===== config.mk =====
export PLATFORM = sky130hd
export DESIGN_NAME = mpu_ldst_engine_flat
export DESIGN_NICKNAME = d
export VERILOG_FILES = /design/src/rtl/mpu_pkg.sv /design/src/rtl/mpu_ldst_engine_if.sv /design/src/rtl/mpu_ldst_engine_regfile.sv /design/src/rtl/mpu_ldst_engine.sv /design/src/flat_wrapper.sv
export SDC_FILE = /design/constraint.sdc
export NUM_CORES = 2
export LEC_CHECK = 0
export CAP_MARGIN = 0
export CELL_PAD_IN_SITES_DETAIL_PLACEMENT = 0
export CELL_PAD_IN_SITES_GLOBAL_PLACEMENT = 1
export CORE_ASPECT_RATIO = 1.4
export CORE_MARGIN = 4
export CORE_UTILIZATION = 45
export DETAILED_ROUTE_END_ITERATION = 12
export PLACE_DENSITY_LB_ADDON = 0.2
export SLEW_MARGIN = 5
export SYNTH_ARGS = -nofsm -noshare
export SYNTH_HDL_FRONTEND = slang
export SYNTH_SLANG_ARGS = --single-unit

===== constraint.sdc =====
create_clock -name clk -period 5.3 [get_ports clk]
set_clock_uncertainty 0.1 [all_clocks]
set_input_delay 0.795 -clock clk [delete_from_list [all_inputs] [get_ports clk]]
set_output_delay 0.795 -clock clk [all_outputs]
set_load 0.01 [all_outputs]

===== src/rtl/mpu_pkg.sv =====
// Shared defaults plus the state and operation types used by the MPU load/store path.
package global_defs;
  localparam int FP_DEF       = 32;
  localparam int M_DEF        = 4;
  localparam int N_DEF        = 4;
  localparam int NUM_REGS_DEF = 4;
endpackage

package mpu_pkg;
  typedef enum logic [1:0] {ST_IDLE, ST_LOAD, ST_STORE} mpu_state_t;
  typedef enum logic [1:0] {OP_NOP, OP_LOAD, OP_STORE} mpu_operation_t;

  // Row-major position of (row, col) inside one matrix register.
  function automatic int flat_index(input int row, input int col, input int ncols);
    return row * ncols + col;
  endfunction
endpackage


===== src/rtl/mpu_ldst_engine_if.sv =====
// Element-stream and request bundle between the MPU BFM (master) and the load/store engine (slave).
interface mpu_ldst_engine_if #(
  parameter int FP       = global_defs::FP_DEF,
  parameter int M        = global_defs::M_DEF,
  parameter int N        = global_defs::N_DEF,
  parameter int NUM_REGS = global_defs::NUM_REGS_DEF
) ();
  localparam int MBITS = $clog2(M);
  localparam int NBITS = $clog2(N);
  localparam int RBITS = $clog2(NUM_REGS);

  logic             en;
  logic             load_en;
  logic             store_en;
  logic [MBITS:0]   matrix_m_size;
  logic [NBITS:0]   matrix_n_size;
  logic [RBITS-1:0] load_addr;
  logic [RBITS-1:0] store_addr;
  logic [FP-1:0]    element;
  logic             element_valid;
  logic             ack;
  logic             error;
  logic [FP-1:0]    element_out;
  logic             out_valid;
  logic             out_ready;
  logic [MBITS:0]   m_out;
  logic [NBITS:0]   n_out;
  logic             store_complete;

  modport master (
    output en, load_en, store_en, matrix_m_size, matrix_n_size, load_addr, store_addr,
           element, element_valid, out_ready,
    input  ack, error, element_out, out_valid, m_out, n_out, store_complete
  );

  modport slave (
    input  en, load_en, store_en, matrix_m_size, matrix_n_size, load_addr, store_addr,
           element, element_valid, out_ready,
    output ack, error, element_out, out_valid, m_out, n_out, store_complete
  );
endinterface


===== src/rtl/mpu_ldst_engine_regfile.sv =====
// Matrix register file: NUM_REGS matrices of M*N elements, one write and one async read port,
// plus a valid bit and the loaded dimensions for every register.
module mpu_matrix_regfile
  import mpu_pkg::*;
#(
  parameter int FP       = 32,
  parameter int M        = 4,
  parameter int N        = 4,
  parameter int NUM_REGS = 4,
  localparam int MBITS   = $clog2(M),
  localparam int NBITS   = $clog2(N),
  localparam int RBITS   = $clog2(NUM_REGS)
) (
  input  logic             clk,
  input  logic             rst,
  input  logic             we_i,
  input  logic [RBITS-1:0] waddr_i,
  input  logic [MBITS:0]   wrow_i,
  input  logic [NBITS:0]   wcol_i,
  input  logic [FP-1:0]    wdata_i,
  input  logic             set_valid_i,
  input  logic             clr_valid_i,
  input  logic [RBITS-1:0] vaddr_i,
  input  logic [MBITS:0]   vm_i,
  input  logic [NBITS:0]   vn_i,
  input  logic [RBITS-1:0] raddr_i,
  input  logic [MBITS:0]   rrow_i,
  input  logic [NBITS:0]   rcol_i,
  output logic [FP-1:0]    rdata_o,
  output logic             rvalid_o,
  output logic [MBITS:0]   rm_o,
  output logic [NBITS:0]   rn_o
);
  localparam int DEPTH = NUM_REGS * M * N;
  localparam int ABITS = (DEPTH > 1) ? $clog2(DEPTH) : 1;

  logic [FP-1:0]       mem_q [DEPTH];
  logic [MBITS:0]      m_q   [NUM_REGS];
  logic [NBITS:0]      n_q   [NUM_REGS];
  logic [NUM_REGS-1:0] valid_q;
  logic [ABITS-1:0]    widx;
  logic [ABITS-1:0]    ridx;

  assign widx = ABITS'(int'(waddr_i) * M * N + flat_index(int'(wrow_i), int'(wcol_i), N));
  assign ridx = ABITS'(int'(raddr_i) * M * N + flat_index(int'(rrow_i), int'(rcol_i), N));

  // Contents and dimensions carry no reset; only the valid bits decide what may be stored.
  always_ff @(posedge clk) begin
    if (we_i) mem_q[widx] <= wdata_i;
    if (set_valid_i) begin
      m_q[vaddr_i] <= vm_i;
      n_q[vaddr_i] <= vn_i;
    end
  end

  always_ff @(posedge clk) begin
    if (rst) valid_q <= '0;
    else if (set_valid_i) valid_q[vaddr_i] <= 1'b1;
    else if (clr_valid_i) valid_q[vaddr_i] <= 1'b0;
  end

  assign rdata_o  = mem_q[ridx];
  assign rvalid_o = valid_q[raddr_i];
  assign rm_o     = m_q[raddr_i];
  assign rn_o     = n_q[raddr_i];
endmodule


===== src/rtl/mpu_ldst_engine.sv =====
// Load/store engine: streams row-major matrices into the register file and back out with
// backpressure, validating requests and tracking per-register dimensions.
module mpu_ldst_engine
  import mpu_pkg::*;
#(
  parameter int FP       = global_defs::FP_DEF,
  parameter int M        = global_defs::M_DEF,
  parameter int N        = global_defs::N_DEF,
  parameter int NUM_REGS = global_defs::NUM_REGS_DEF
) (
  input logic               clk,
  input logic               rst,
  mpu_ldst_engine_if.slave  bus
);
  localparam int MBITS = $clog2(M);
  localparam int NBITS = $clog2(N);
  localparam int RBITS = $clog2(NUM_REGS);
  localparam logic [MBITS:0] M_ONE = 1;
  localparam logic [NBITS:0] N_ONE = 1;

  mpu_state_t       state_q, state_d;
  mpu_operation_t   op;
  logic [MBITS:0]   row_q, row_d, m_q, m_d, nxt_row;
  logic [NBITS:0]   col_q, col_d, n_q, n_d, nxt_col;
  logic [RBITS-1:0] addr_q, addr_d;
  logic [FP-1:0]    dout_q, dout_d;
  logic             oval_q, oval_d, err_q, err_d, done_q, done_d;
  logic             last_col, last_row, load_bad, store_bad;

  logic             we, set_v, clr_v, rvalid;
  logic [RBITS-1:0] vaddr, raddr;
  logic [MBITS:0]   rrow, rm;
  logic [NBITS:0]   rcol, rn;
  logic [FP-1:0]    rdata;

  mpu_matrix_regfile #(.FP(FP), .M(M), .N(N), .NUM_REGS(NUM_REGS)) u_regfile (
    .clk         (clk),
    .rst         (rst),
    .we_i        (we),
    .waddr_i     (addr_q),
    .wrow_i      (row_q),
    .wcol_i      (col_q),
    .wdata_i     (bus.element),
    .set_valid_i (set_v),
    .clr_valid_i (clr_v),
    .vaddr_i     (vaddr),
    .vm_i        (m_q),
    .vn_i        (n_q),
    .raddr_i     (raddr),
    .rrow_i      (rrow),
    .rcol_i      (rcol),
    .rdata_o     (rdata),
    .rvalid_o    (rvalid),
    .rm_o        (rm),
    .rn_o        (rn)
  );

  assign last_col = (col_q == n_q - N_ONE);
  assign last_row = (row_q == m_q - M_ONE);
  assign nxt_col  = last_col ? '0 : col_q + N_ONE;
  assign nxt_row  = last_col ? row_q + M_ONE : row_q;

  assign load_bad  = (bus.matrix_m_size == '0) || (int'(bus.matrix_m_size) > M) ||
                     (bus.matrix_n_size == '0) || (int'(bus.matrix_n_size) > N) ||
                     (int'(bus.load_addr) >= NUM_REGS);
  assign store_bad = (int'(bus.store_addr) >= NUM_REGS) || !rvalid;

  always_comb begin
    state_d = state_q;
    row_d   = row_q;
    col_d   = col_q;
    m_d     = m_q;
    n_d     = n_q;
    addr_d  = addr_q;
    dout_d  = dout_q;
    oval_d  = oval_q;
    err_d   = 1'b0;
    done_d  = 1'b0;
    we      = 1'b0;
    set_v   = 1'b0;
    clr_v   = 1'b0;
    vaddr   = addr_q;
    raddr   = addr_q;
    rrow    = nxt_row;
    rcol    = nxt_col;
    op      = OP_NOP;
    if (bus.load_en && !bus.store_en) op = OP_LOAD;
    else if (bus.store_en && !bus.load_en) op = OP_STORE;

    unique case (state_q)
      ST_IDLE: begin
        // In IDLE the read port previews element (0,0) and the dimensions of the store source.
        raddr = bus.store_addr;
        rrow  = '0;
        rcol  = '0;
        if (bus.en) begin
          if (bus.load_en && bus.store_en) begin
            err_d = 1'b1;
          end else if (op == OP_LOAD) begin
            if (load_bad) begin
              err_d = 1'b1;
            end else begin
              m_d     = bus.matrix_m_size;
              n_d     = bus.matrix_n_size;
              addr_d  = bus.load_addr;
              row_d   = '0;
              col_d   = '0;
              clr_v   = 1'b1;
              vaddr   = bus.load_addr;
              state_d = ST_LOAD;
            end
          end else if (op == OP_STORE) begin
            if (store_bad) begin
              err_d = 1'b1;
            end else begin
              m_d     = rm;
              n_d     = rn;
              addr_d  = bus.store_addr;
              row_d   = '0;
              col_d   = '0;
              dout_d  = rdata;
              oval_d  = 1'b1;
              state_d = ST_STORE;
            end
          end
        end
      end
      ST_LOAD: begin
        if (!bus.en) begin
          state_d = ST_IDLE;
        end else if (bus.element_valid) begin
          we    = 1'b1;
          row_d = nxt_row;
          col_d = nxt_col;
          if (last_col && last_row) begin
            set_v   = 1'b1;
            row_d   = '0;
            col_d   = '0;
            state_d = ST_IDLE;
          end
        end
      end
      ST_STORE: begin
        if (!bus.en) begin
          oval_d  = 1'b0;
          state_d = ST_IDLE;
        end else if (oval_q && bus.out_ready) begin
          if (last_col && last_row) begin
            oval_d  = 1'b0;
            done_d  = 1'b1;
            row_d   = '0;
            col_d   = '0;
            state_d = ST_IDLE;
          end else begin
            row_d  = nxt_row;
            col_d  = nxt_col;
            dout_d = rdata;
          end
        end
      end
      default: state_d = ST_IDLE;
    endcase
  end

  always_ff @(posedge clk) begin
    if (rst) begin
      state_q <= ST_IDLE;
      row_q   <= '0;
      col_q   <= '0;
      m_q     <= '0;
      n_q     <= '0;
      addr_q  <= '0;
      dout_q  <= '0;
      oval_q  <= 1'b0;
      err_q   <= 1'b0;
      done_q  <= 1'b0;
    end else begin
      state_q <= state_d;
      row_q   <= row_d;
      col_q   <= col_d;
      m_q     <= m_d;
      n_q     <= n_d;
      addr_q  <= addr_d;
      dout_q  <= dout_d;
      oval_q  <= oval_d;
      err_q   <= err_d;
      done_q  <= done_d;
    end
  end

  assign bus.ack            = (state_q != ST_IDLE);
  assign bus.error          = err_q;
  assign bus.element_out    = dout_q;
  assign bus.out_valid      = oval_q;
  assign bus.m_out          = row_q;
  assign bus.n_out          = col_q;
  assign bus.store_complete = done_q;
endmodule


===== src/flat_wrapper.sv =====
// flat-port wrapper written by rule: the top's interface ports become plain ports
module mpu_ldst_engine_flat import mpu_pkg::*;
#(
  parameter int FP       = global_defs::FP_DEF,
  parameter int M        = global_defs::M_DEF,
  parameter int N        = global_defs::N_DEF,
  parameter int NUM_REGS = global_defs::NUM_REGS_DEF
)
  (clk, rst, bus_en, bus_load_en, bus_store_en, bus_matrix_m_size, bus_matrix_n_size, bus_load_addr, bus_store_addr, bus_element, bus_element_valid, bus_out_ready, bus_ack, bus_error, bus_element_out, bus_out_valid, bus_m_out, bus_n_out, bus_store_complete);
  mpu_ldst_engine_if #(.FP(FP), .M(M), .N(N), .NUM_REGS(NUM_REGS)) bus_i ();
  input logic clk;
  input logic rst;
  input wire logic [$bits(bus_i.en)-1:0] bus_en;
  input wire logic [$bits(bus_i.load_en)-1:0] bus_load_en;
  input wire logic [$bits(bus_i.store_en)-1:0] bus_store_en;
  input wire logic [$bits(bus_i.matrix_m_size)-1:0] bus_matrix_m_size;
  input wire logic [$bits(bus_i.matrix_n_size)-1:0] bus_matrix_n_size;
  input wire logic [$bits(bus_i.load_addr)-1:0] bus_load_addr;
  input wire logic [$bits(bus_i.store_addr)-1:0] bus_store_addr;
  input wire logic [$bits(bus_i.element)-1:0] bus_element;
  input wire logic [$bits(bus_i.element_valid)-1:0] bus_element_valid;
  input wire logic [$bits(bus_i.out_ready)-1:0] bus_out_ready;
  output wire logic [$bits(bus_i.ack)-1:0] bus_ack;
  output wire logic [$bits(bus_i.error)-1:0] bus_error;
  output wire logic [$bits(bus_i.element_out)-1:0] bus_element_out;
  output wire logic [$bits(bus_i.out_valid)-1:0] bus_out_valid;
  output wire logic [$bits(bus_i.m_out)-1:0] bus_m_out;
  output wire logic [$bits(bus_i.n_out)-1:0] bus_n_out;
  output wire logic [$bits(bus_i.store_complete)-1:0] bus_store_complete;
  assign bus_i.en = bus_en;
  assign bus_i.load_en = bus_load_en;
  assign bus_i.store_en = bus_store_en;
  assign bus_i.matrix_m_size = bus_matrix_m_size;
  assign bus_i.matrix_n_size = bus_matrix_n_size;
  assign bus_i.load_addr = bus_load_addr;
  assign bus_i.store_addr = bus_store_addr;
  assign bus_i.element = bus_element;
  assign bus_i.element_valid = bus_element_valid;
  assign bus_i.out_ready = bus_out_ready;
  assign bus_ack = bus_i.ack;
  assign bus_error = bus_i.error;
  assign bus_element_out = bus_i.element_out;
  assign bus_out_valid = bus_i.out_valid;
  assign bus_m_out = bus_i.m_out;
  assign bus_n_out = bus_i.n_out;
  assign bus_store_complete = bus_i.store_complete;
  mpu_ldst_engine #(.FP(FP), .M(M), .N(N), .NUM_REGS(NUM_REGS)) u_core (.clk(clk), .rst(rst), .bus(bus_i));
endmodule

# Yosys cells after proc, flatten, opt, wreduce, memory -nomap -nowiden
# Memory sizes are Yosys's and may differ from the RTL's.
# Cells that the tools add are included.
[totals] out_inout_bits=42 elab_cells=184 mem_count=3 mem_bits_rw=2072 regBits=55
[classes] n_eq_ne=23 bitwise=8 reduce_logical=28 order_cmp=5 n_addsub=8 muxes=98
[memory_table] memory="u_core.u_regfile.mem_q" depth=64 width=32 read_ports=1 rd_clocked_by_memory_dff=0 wr=1 line="mpu_ldst_engine_regfile.sv:37" source="logic [FP-1:0] mem_q [DEPTH];"
[memory_table] memory="u_core.u_regfile.m_q" depth=4 width=3 read_ports=1 rd_clocked_by_memory_dff=0 wr=1 line="mpu_ldst_engine_regfile.sv:38" source="logic [MBITS:0] m_q [NUM_REGS];"
[memory_table] memory="u_core.u_regfile.n_q" depth=4 width=3 read_ports=1 rd_clocked_by_memory_dff=0 wr=1 line="mpu_ldst_engine_regfile.sv:39" source="logic [NBITS:0] n_q [NUM_REGS];"
[ops] cell="two-way mux 32 bit" count=8
[ops] cell="two-way mux 3 bit" count=28
[ops] cell="one-hot mux 32 bit (2 select lines)" count=1
[ops] cell="two-way mux 2 bit" count=22
[ops] cell="two-way mux 1 bit" count=31
[ops] cell="one-hot mux 3 bit (3 select lines)" count=2
[ops] cell="!= test 2 bit (second input constant)" count=8
[ops] cell="adder 5 x 3 -> 6 bit" count=2
[ops] cell="adder 6 bit" count=2
[ops] cell="AND reduction 10 bit" count=1
[ops] cell="nonzero test 2 bit" count=5
[ops] cell="AND reduction 9 bit" count=1
[ops] cell="two-way mux 4 bit" count=2
[ops] cell="AND reduction 8 bit" count=1
[ops] cell="AND reduction 7 bit" count=1
[ops] cell="adder 3 x 1 -> 3 bit (second input constant)" count=2
[ops] cell="equality test 3 bit" count=2
[ops] cell="> comparator 3 bit (second input constant)" count=2
[ops] cell="logical AND 1 bit" count=6
[ops] cell="logical NOT 3 bit" count=2
[ops] cell="< comparator 2 x 3 -> 1 bit (second input constant)" count=2
[ops] cell="!= test 2 x 1 -> 1 bit (second input constant)" count=3
[ops] cell="!= test 3 x 1 -> 1 bit (second input constant)" count=2
[ops] cell="!= test 3 x 2 -> 1 bit (second input constant)" count=2
[ops] cell="other kinds (21)" count=32

# Logic depth before layout (Yosys ltp)
[logic_depth] ltp_word=17 depth_mapped=20 mapped_depth_nobuf=16

# By module
# From an unflattened synthesis, not the netlist that was laid out.
[unflattened] cells_unflattened=3697 hier_area_um2=81289.2
[by_module_without_submodules] module="mpu_matrix_regfile" n_inst=1 cells_per_inst=3420 area_per_inst_um2=78695.5
[by_module_without_submodules] module="mpu_ldst_engine" n_inst=1 cells_per_inst=277 area_per_inst_um2=2593.7

# Worst setup path after synthesis
# No wires, ideal clock.
[synth_path] path_type="register -> register" startpoint="reg u_core.state_q[0]" endpoint="reg u_core.dout_q[15], in the netlist u_core.bus.element_out[15]" stages_incl_launch_ff=19 arrival_ns=4.279 slack_ns=0.791 period_less_slack_ns=4.509 required_ns=5.069 cell_sequence="dfxtp_1 -> inv_1 -> ha_1 -> buf_2 -> clkbuf_1 -> clkbuf_1 -> clkbuf_1 -> clkbuf_1 -> buf_1 -> nor3_1 -> ha_1 -> buf_1 -> clkbuf_1 -> clkbuf_1 -> mux4_2 -> a21oi_1 -> o22ai_1 -> a211oi_1 -> o31ai_1"
[synth_via] elab_chain_cells=11
[synth_rtl] element="from (decl)" line="mpu_ldst_engine.sv:21" source="mpu_state_t state_q, state_d;"
[synth_rtl] element="from (signal assigned)" line="mpu_ldst_engine.sv:178" source="state_q <= state_d;"
[synth_rtl] element="logical NOT 2 bit" line="mpu_ldst_engine.sv:90" source="unique case (state_q)"
[synth_rtl] element="two-way mux 3 bit" line="mpu_ldst_engine.sv:90"
[synth_rtl] element="adder 5 x 3 -> 6 bit" line="mpu_pkg.sv:15" source="return row * ncols + col;"
[synth_rtl] element="adder 6 bit" line="mpu_ldst_engine_regfile.sv:45" source="assign ridx = ABITS'(int'(raddr_i) * M * N + flat_index(int'(rrow_i), int'(rcol_i), N));"
[synth_rtl] element="memory read (64 x 32 bit)"
[synth_rtl] element="two-way mux 32 bit" line="mpu_ldst_engine.sv:113" source="if (store_bad) begin"
[synth_rtl] element="two-way mux 32 bit" line="mpu_ldst_engine.sv:112" source="end else if (op == OP_STORE) begin"
[synth_rtl] element="two-way mux 32 bit" line="mpu_ldst_engine.sv:99" source="end else if (op == OP_LOAD) begin"
[synth_rtl] element="two-way mux 32 bit" line="mpu_ldst_engine.sv:97" source="if (bus.load_en && bus.store_en) begin"
[synth_rtl] element="two-way mux 32 bit" line="mpu_ldst_engine.sv:96" source="if (bus.en) begin"
[synth_rtl] element="one-hot mux 32 bit (2 select lines)" line="mpu_ldst_engine.sv:90"
[synth_rtl] element="to (signal assigned)" line="mpu_ldst_engine.sv:184" source="dout_q <= dout_d;"
[synth_rtl] element="to (decl)" line="mpu_ldst_engine.sv:26" source="logic [FP-1:0] dout_q, dout_d;"
# Several ways; a longest one is shown, not always the timed one. The select of a mux whose other input is x is not followed.
# A chain may end at the register's enable or synchronous reset.

# Worst setup path in the final report
[layout_path] startpoint="reg u_core.n_q[0]" endpoint="reg u_core.dout_q[11], in the netlist u_core.bus.element_out[11]"
[layout_via] elab_chain_cells=13
[layout_rtl] element="from (decl)" line="mpu_ldst_engine.sv:24" source="logic [NBITS:0] col_q, col_d, n_q, n_d, nxt_col;"
[layout_rtl] element="from (signal assigned)" line="mpu_ldst_engine.sv:182" source="n_q <= n_d;"
[layout_rtl] element="subtractor 3 x 1 -> 3 bit *" line="mpu_ldst_engine.sv:58" source="assign last_col = (col_q == n_q - N_ONE);"
[layout_rtl] element="equality test 3 bit *" line="mpu_ldst_engine.sv:58"
[layout_rtl] element="two-way mux 3 bit, on equally long branches" line="mpu_ldst_engine.sv:60, mpu_ldst_engine.sv:61"
[layout_rtl] element="two-way mux 3 bit" line="mpu_ldst_engine.sv:90"
[layout_rtl] element="adder 5 x 3 -> 6 bit" line="mpu_pkg.sv:15"
[layout_rtl] element="adder 6 bit" line="mpu_ldst_engine_regfile.sv:45"
[layout_rtl] element="memory read (64 x 32 bit)"
[layout_rtl] element="two-way mux 32 bit" line="mpu_ldst_engine.sv:113"
[layout_rtl] element="two-way mux 32 bit" line="mpu_ldst_engine.sv:112"
[layout_rtl] element="two-way mux 32 bit" line="mpu_ldst_engine.sv:99"
[layout_rtl] element="two-way mux 32 bit" line="mpu_ldst_engine.sv:97"
[layout_rtl] element="two-way mux 32 bit" line="mpu_ldst_engine.sv:96"
[layout_rtl] element="one-hot mux 32 bit (2 select lines)" line="mpu_ldst_engine.sv:90"
# Every way passes the cells marked *; elsewhere a longest branch is shown, timed or not. The select of a mux whose other input is x is not followed.

==> run metrics <==
outcome=complete, no violations; DP HPWL=147000 um; root buf cell=clkbuf_16; CTS Buf Count=195; port bufs=90; Layout area overhead=13.7%; critical path class=reg2reg; crit-path leading delay family=compound AO/OA/AOI/OAI gates; Clk Latency, worst-skew pair=0.84 ns; smallest hold slack=0.391 ns; Hold Crit Class=reg2reg; aggregate global-route resource usage=0.251; final setup margin=0.518 ns; Worst-Margin Slew=1.29 ns; met1 wire length=101000 um; Post-synth ARST share=0; first-pass GRT wire length=357000 um; DR DRC count=0; PD cells=379 mW/mm2; Final Max Slew Viols=0; Worst Path Buf+Inv=3; initial antenna violation count=15; DRT Pass-1 Iters=8; vias=49.9k; Multi-input gate area=0.0191 mm2; syn_area_per_cell=16.0 um2; met3 wire length=16600 um; Overflow after GRT=0; Synth Instances=5234; Final Setup Violations=0; CP Data Arrival Time=5.41 ns; Setup crit end kind=register; layout cell share with drive strength beyond 1=0.147; Register Area=0.0633 mm2; Die Ht=519 um; RSZ-0062 raised after global routing=no; Total Power=36100 uW; Max VDD drop=365 uV; core area=0.185 mm2; CP Cell Sequence=inv_1, ha_1, xnor2_2, nor3_1, buf_4, xnor2_1, nor2_1, ha_4, buf_4, mux4_2, a21oi_1, o22ai_1, a211o_1, a31o_1; Worst-path clk slew=0.07 ns; Seq/Total Area, Yosys=0.756; count of different cell masters after synthesis=79; Fillers=15.2k; Chip Width=373 um; Worst EP required=5.93 ns; Top Layer Used=met5; max cap viols=0; Vias/cell=6.23; starting density of the core=0.452; Crit Path Max Fanout=37; TritonCTS clock tree=built; hold-fix buffer count after cts=0; synthesized cell area=0.0838 mm2; Leak Pwr=0.0303 uW; Highest Clock Rate=209 MHz; total routed wirelength=248000 um; Post-synth EDFFs=2072; startpoint class of the critical path=register; H-tree depth=4; Resized cells post-CTS=0; Slowest-stage cell, CP=ha_4; Sink Count=2127; syn nets=5300; Iteration-0 DRC Markers=6124; clk buf depth=3; setup slack at placement=0.556 ns; final net count=5449; crit share post-route=0.902; largest net degree at the start of global routing=114; vias in the first global route=48.9k; row count=187; Post-DRT Antenna Nets=0; yosys warns=0; Seq cells post-synth=2127; final RePlAce weighted congestion=0.842; I/O pin cnt=91; setup TNS=0 ns; Tmin final=4.78 ns; WL/cell=31.0 um; final hold viol count=0; WL met2=125000 um; Slew headroom=0.137; Synth Flop Type=edfxtp_1; CP most frequent cell=buf_4; max incr delay on CP=0.59 ns; die area=0.193 mm2; postcts setup bufs=0
==> metrics by stage <==
stage,cells,instance area (um2),util
after CTS,8003,95300,0.514
after global placement,7643,89100,0.481
after detailed placement,7643,89100,0.481
final,8008,95300,0.514
after floorplan,5234,83800,-
after global routing,8004,95300,0.514
==> kinds of logic after synthesis <==
| group | count (synthesis) | share of synthesized area |
|---|---|---|
| xor gates and xnor gates | 21 | 0.00275 |
| buffers and inverters | 452 | 0.0238 |
| and+or+nand+nor | 1068 | 0.0574 |
| DFF | 2127 | 0.756 |
| adders and majority gates | 17 | 0.00254 |
| AOI/OAI and AO/OA | 1292 | 0.107 |
| muxes | 257 | 0.0505 |
==> routing by layer <==
metal | global-route usage | up-vias
met5 | 0 | -
met4 | 0.0678 | 2
met3 | 0.0387 | 376
met2 | 0.426 | 1948
met1 | 0.339 | 26181
li1 | - | 21418
==> area by class of cell <==
| type | count | area share |
|---|---|---|
| inverter | 64 | 0.00260 |
| tap | 2457 | 0.0323 |
| timing repair buffer | 340 | 0.0353 |
| clock inverter | 105 | 0.0104 |
| antenna | 5 | 0.000131 |
| multi-input combinational | 2655 | 0.201 |
| clock buffer | 255 | 0.0542 |
| sequential | 2127 | 0.664 |
==> worst reg2reg max path, cell delays in order, from the launching register on <==
cell     delay [ns]
dfxtp_2        0.35
inv_1          0.11
ha_1           0.41
xnor2_2        0.45
nor3_1         0.09
buf_4          0.18
xnor2_1        0.15
nor2_1         0.09
ha_4           0.59
buf_4          0.56
mux4_2         0.45
a21oi_1        0.40
o22ai_1        0.28
a211o_1        0.28
a31o_1         0.18
==> layout by cell type, fill, tap and decap left out, types with 58 or more instances in the layout <==
cell type / Yosys / routed
inv_1: 63 / 62
buf_4: 14 / 190
a311oi_1: 63 / 63
a21oi_1: 197 / 197
o221ai_1: 216 / 216
o21ai_0: 319 / 319
nand3_1: 145 / 145
nor2_1: 256 / 190
mux4_2: 132 / 132
buf_12: 0 / 60
clkbuf_16: 0 / 196
nor3_1: 132 / 129
edfxtp_1: 2072 / 2072
o22ai_1: 115 / 115
or3_1: 88 / 88
nor2_4: 0 / 68
mux2i_1: 121 / 121
a31oi_1: 59 / 58
nand2_1: 368 / 368
==> state kept, by name, summed over array words and instances, names as in the netlist, named ones only <==
| register | count |
|---|---|
| u_core.m_q | 3 |
| u_core.bus.m_out | 3 |
| u_core.bus.n_out | 3 |
| u_core.bus.store_complete | 1 |
| u_core.u_regfile.m_q | 12 |
| u_core.u_regfile.mem_q | 2048 |
| u_core.bus.out_valid | 1 |
| u_core.u_regfile.n_q | 12 |
| u_core.bus.element_out | 32 |
| u_core.addr_q | 2 |
| u_core.bus.error | 1 |
| u_core.n_q | 3 |
| u_core.state_q | 2 |
==> power breakdown <==
part	total, uW	switching, uW	internal, uW
combinational	3860	2510	1360
clock	13700	6200	7540
sequential	18500	20.2	18500
total	36100	8730	27300
==> synth_stat cells (all sizes together), types with 5 or more instances <==
| cell | n | share of area |
|---|---|---|
| a21oi | 198 | 0.012 |
| a32o | 6 | 0.00072 |
| o211a | 9 | 0.0011 |
| nor2b | 5 | 0.00037 |
| a22oi | 24 | 0.0022 |
| o31ai | 16 | 0.0017 |
| clkbuf | 235 | 0.011 |
| and2 | 9 | 0.00067 |
| inv | 63 | 0.0028 |
| edfxtp | 2072 | 0.74 |
| a221oi | 24 | 0.0025 |
| a211o | 24 | 0.0025 |
| o2111ai | 12 | 0.0013 |
| ha | 17 | 0.0025 |
| a211oi | 60 | 0.0057 |
| nand2 | 368 | 0.016 |
| dfxtp | 55 | 0.013 |
| nand3 | 145 | 0.0087 |
| buf | 153 | 0.010 |
| a2111oi | 45 | 0.0064 |
| nor2 | 259 | 0.012 |
| o221ai | 216 | 0.023 |
| a32oi | 37 | 0.0039 |
| o211ai | 22 | 0.0020 |
| a31oi | 60 | 0.0047 |
| xor2 | 8 | 0.00093 |
| mux4 | 132 | 0.035 |
| a31o | 12 | 0.0013 |
| nor3 | 133 | 0.0080 |
| o22ai | 115 | 0.0086 |
| mux2i | 122 | 0.015 |
| nand4 | 17 | 0.0013 |
| a311oi | 63 | 0.0066 |
| and3 | 30 | 0.0022 |
| o21ai | 328 | 0.020 |
| or3 | 88 | 0.0066 |
| xnor2 | 11 | 0.0012 |
==> path summary, 6_finish.rpt <==
check / cells after the start / slack, ns / to / start
max: 14 / 0.52 / u_core.bus.element_out[11] / u_core.n_q[0]
min: 2 / 0.39 / register / register
max reg2reg: 14 / 0.52 / u_core.bus.element_out[11] / u_core.n_q[0]
min reg2reg: 2 / 0.39 / register / register
Power figures use the tool's default switching activity.
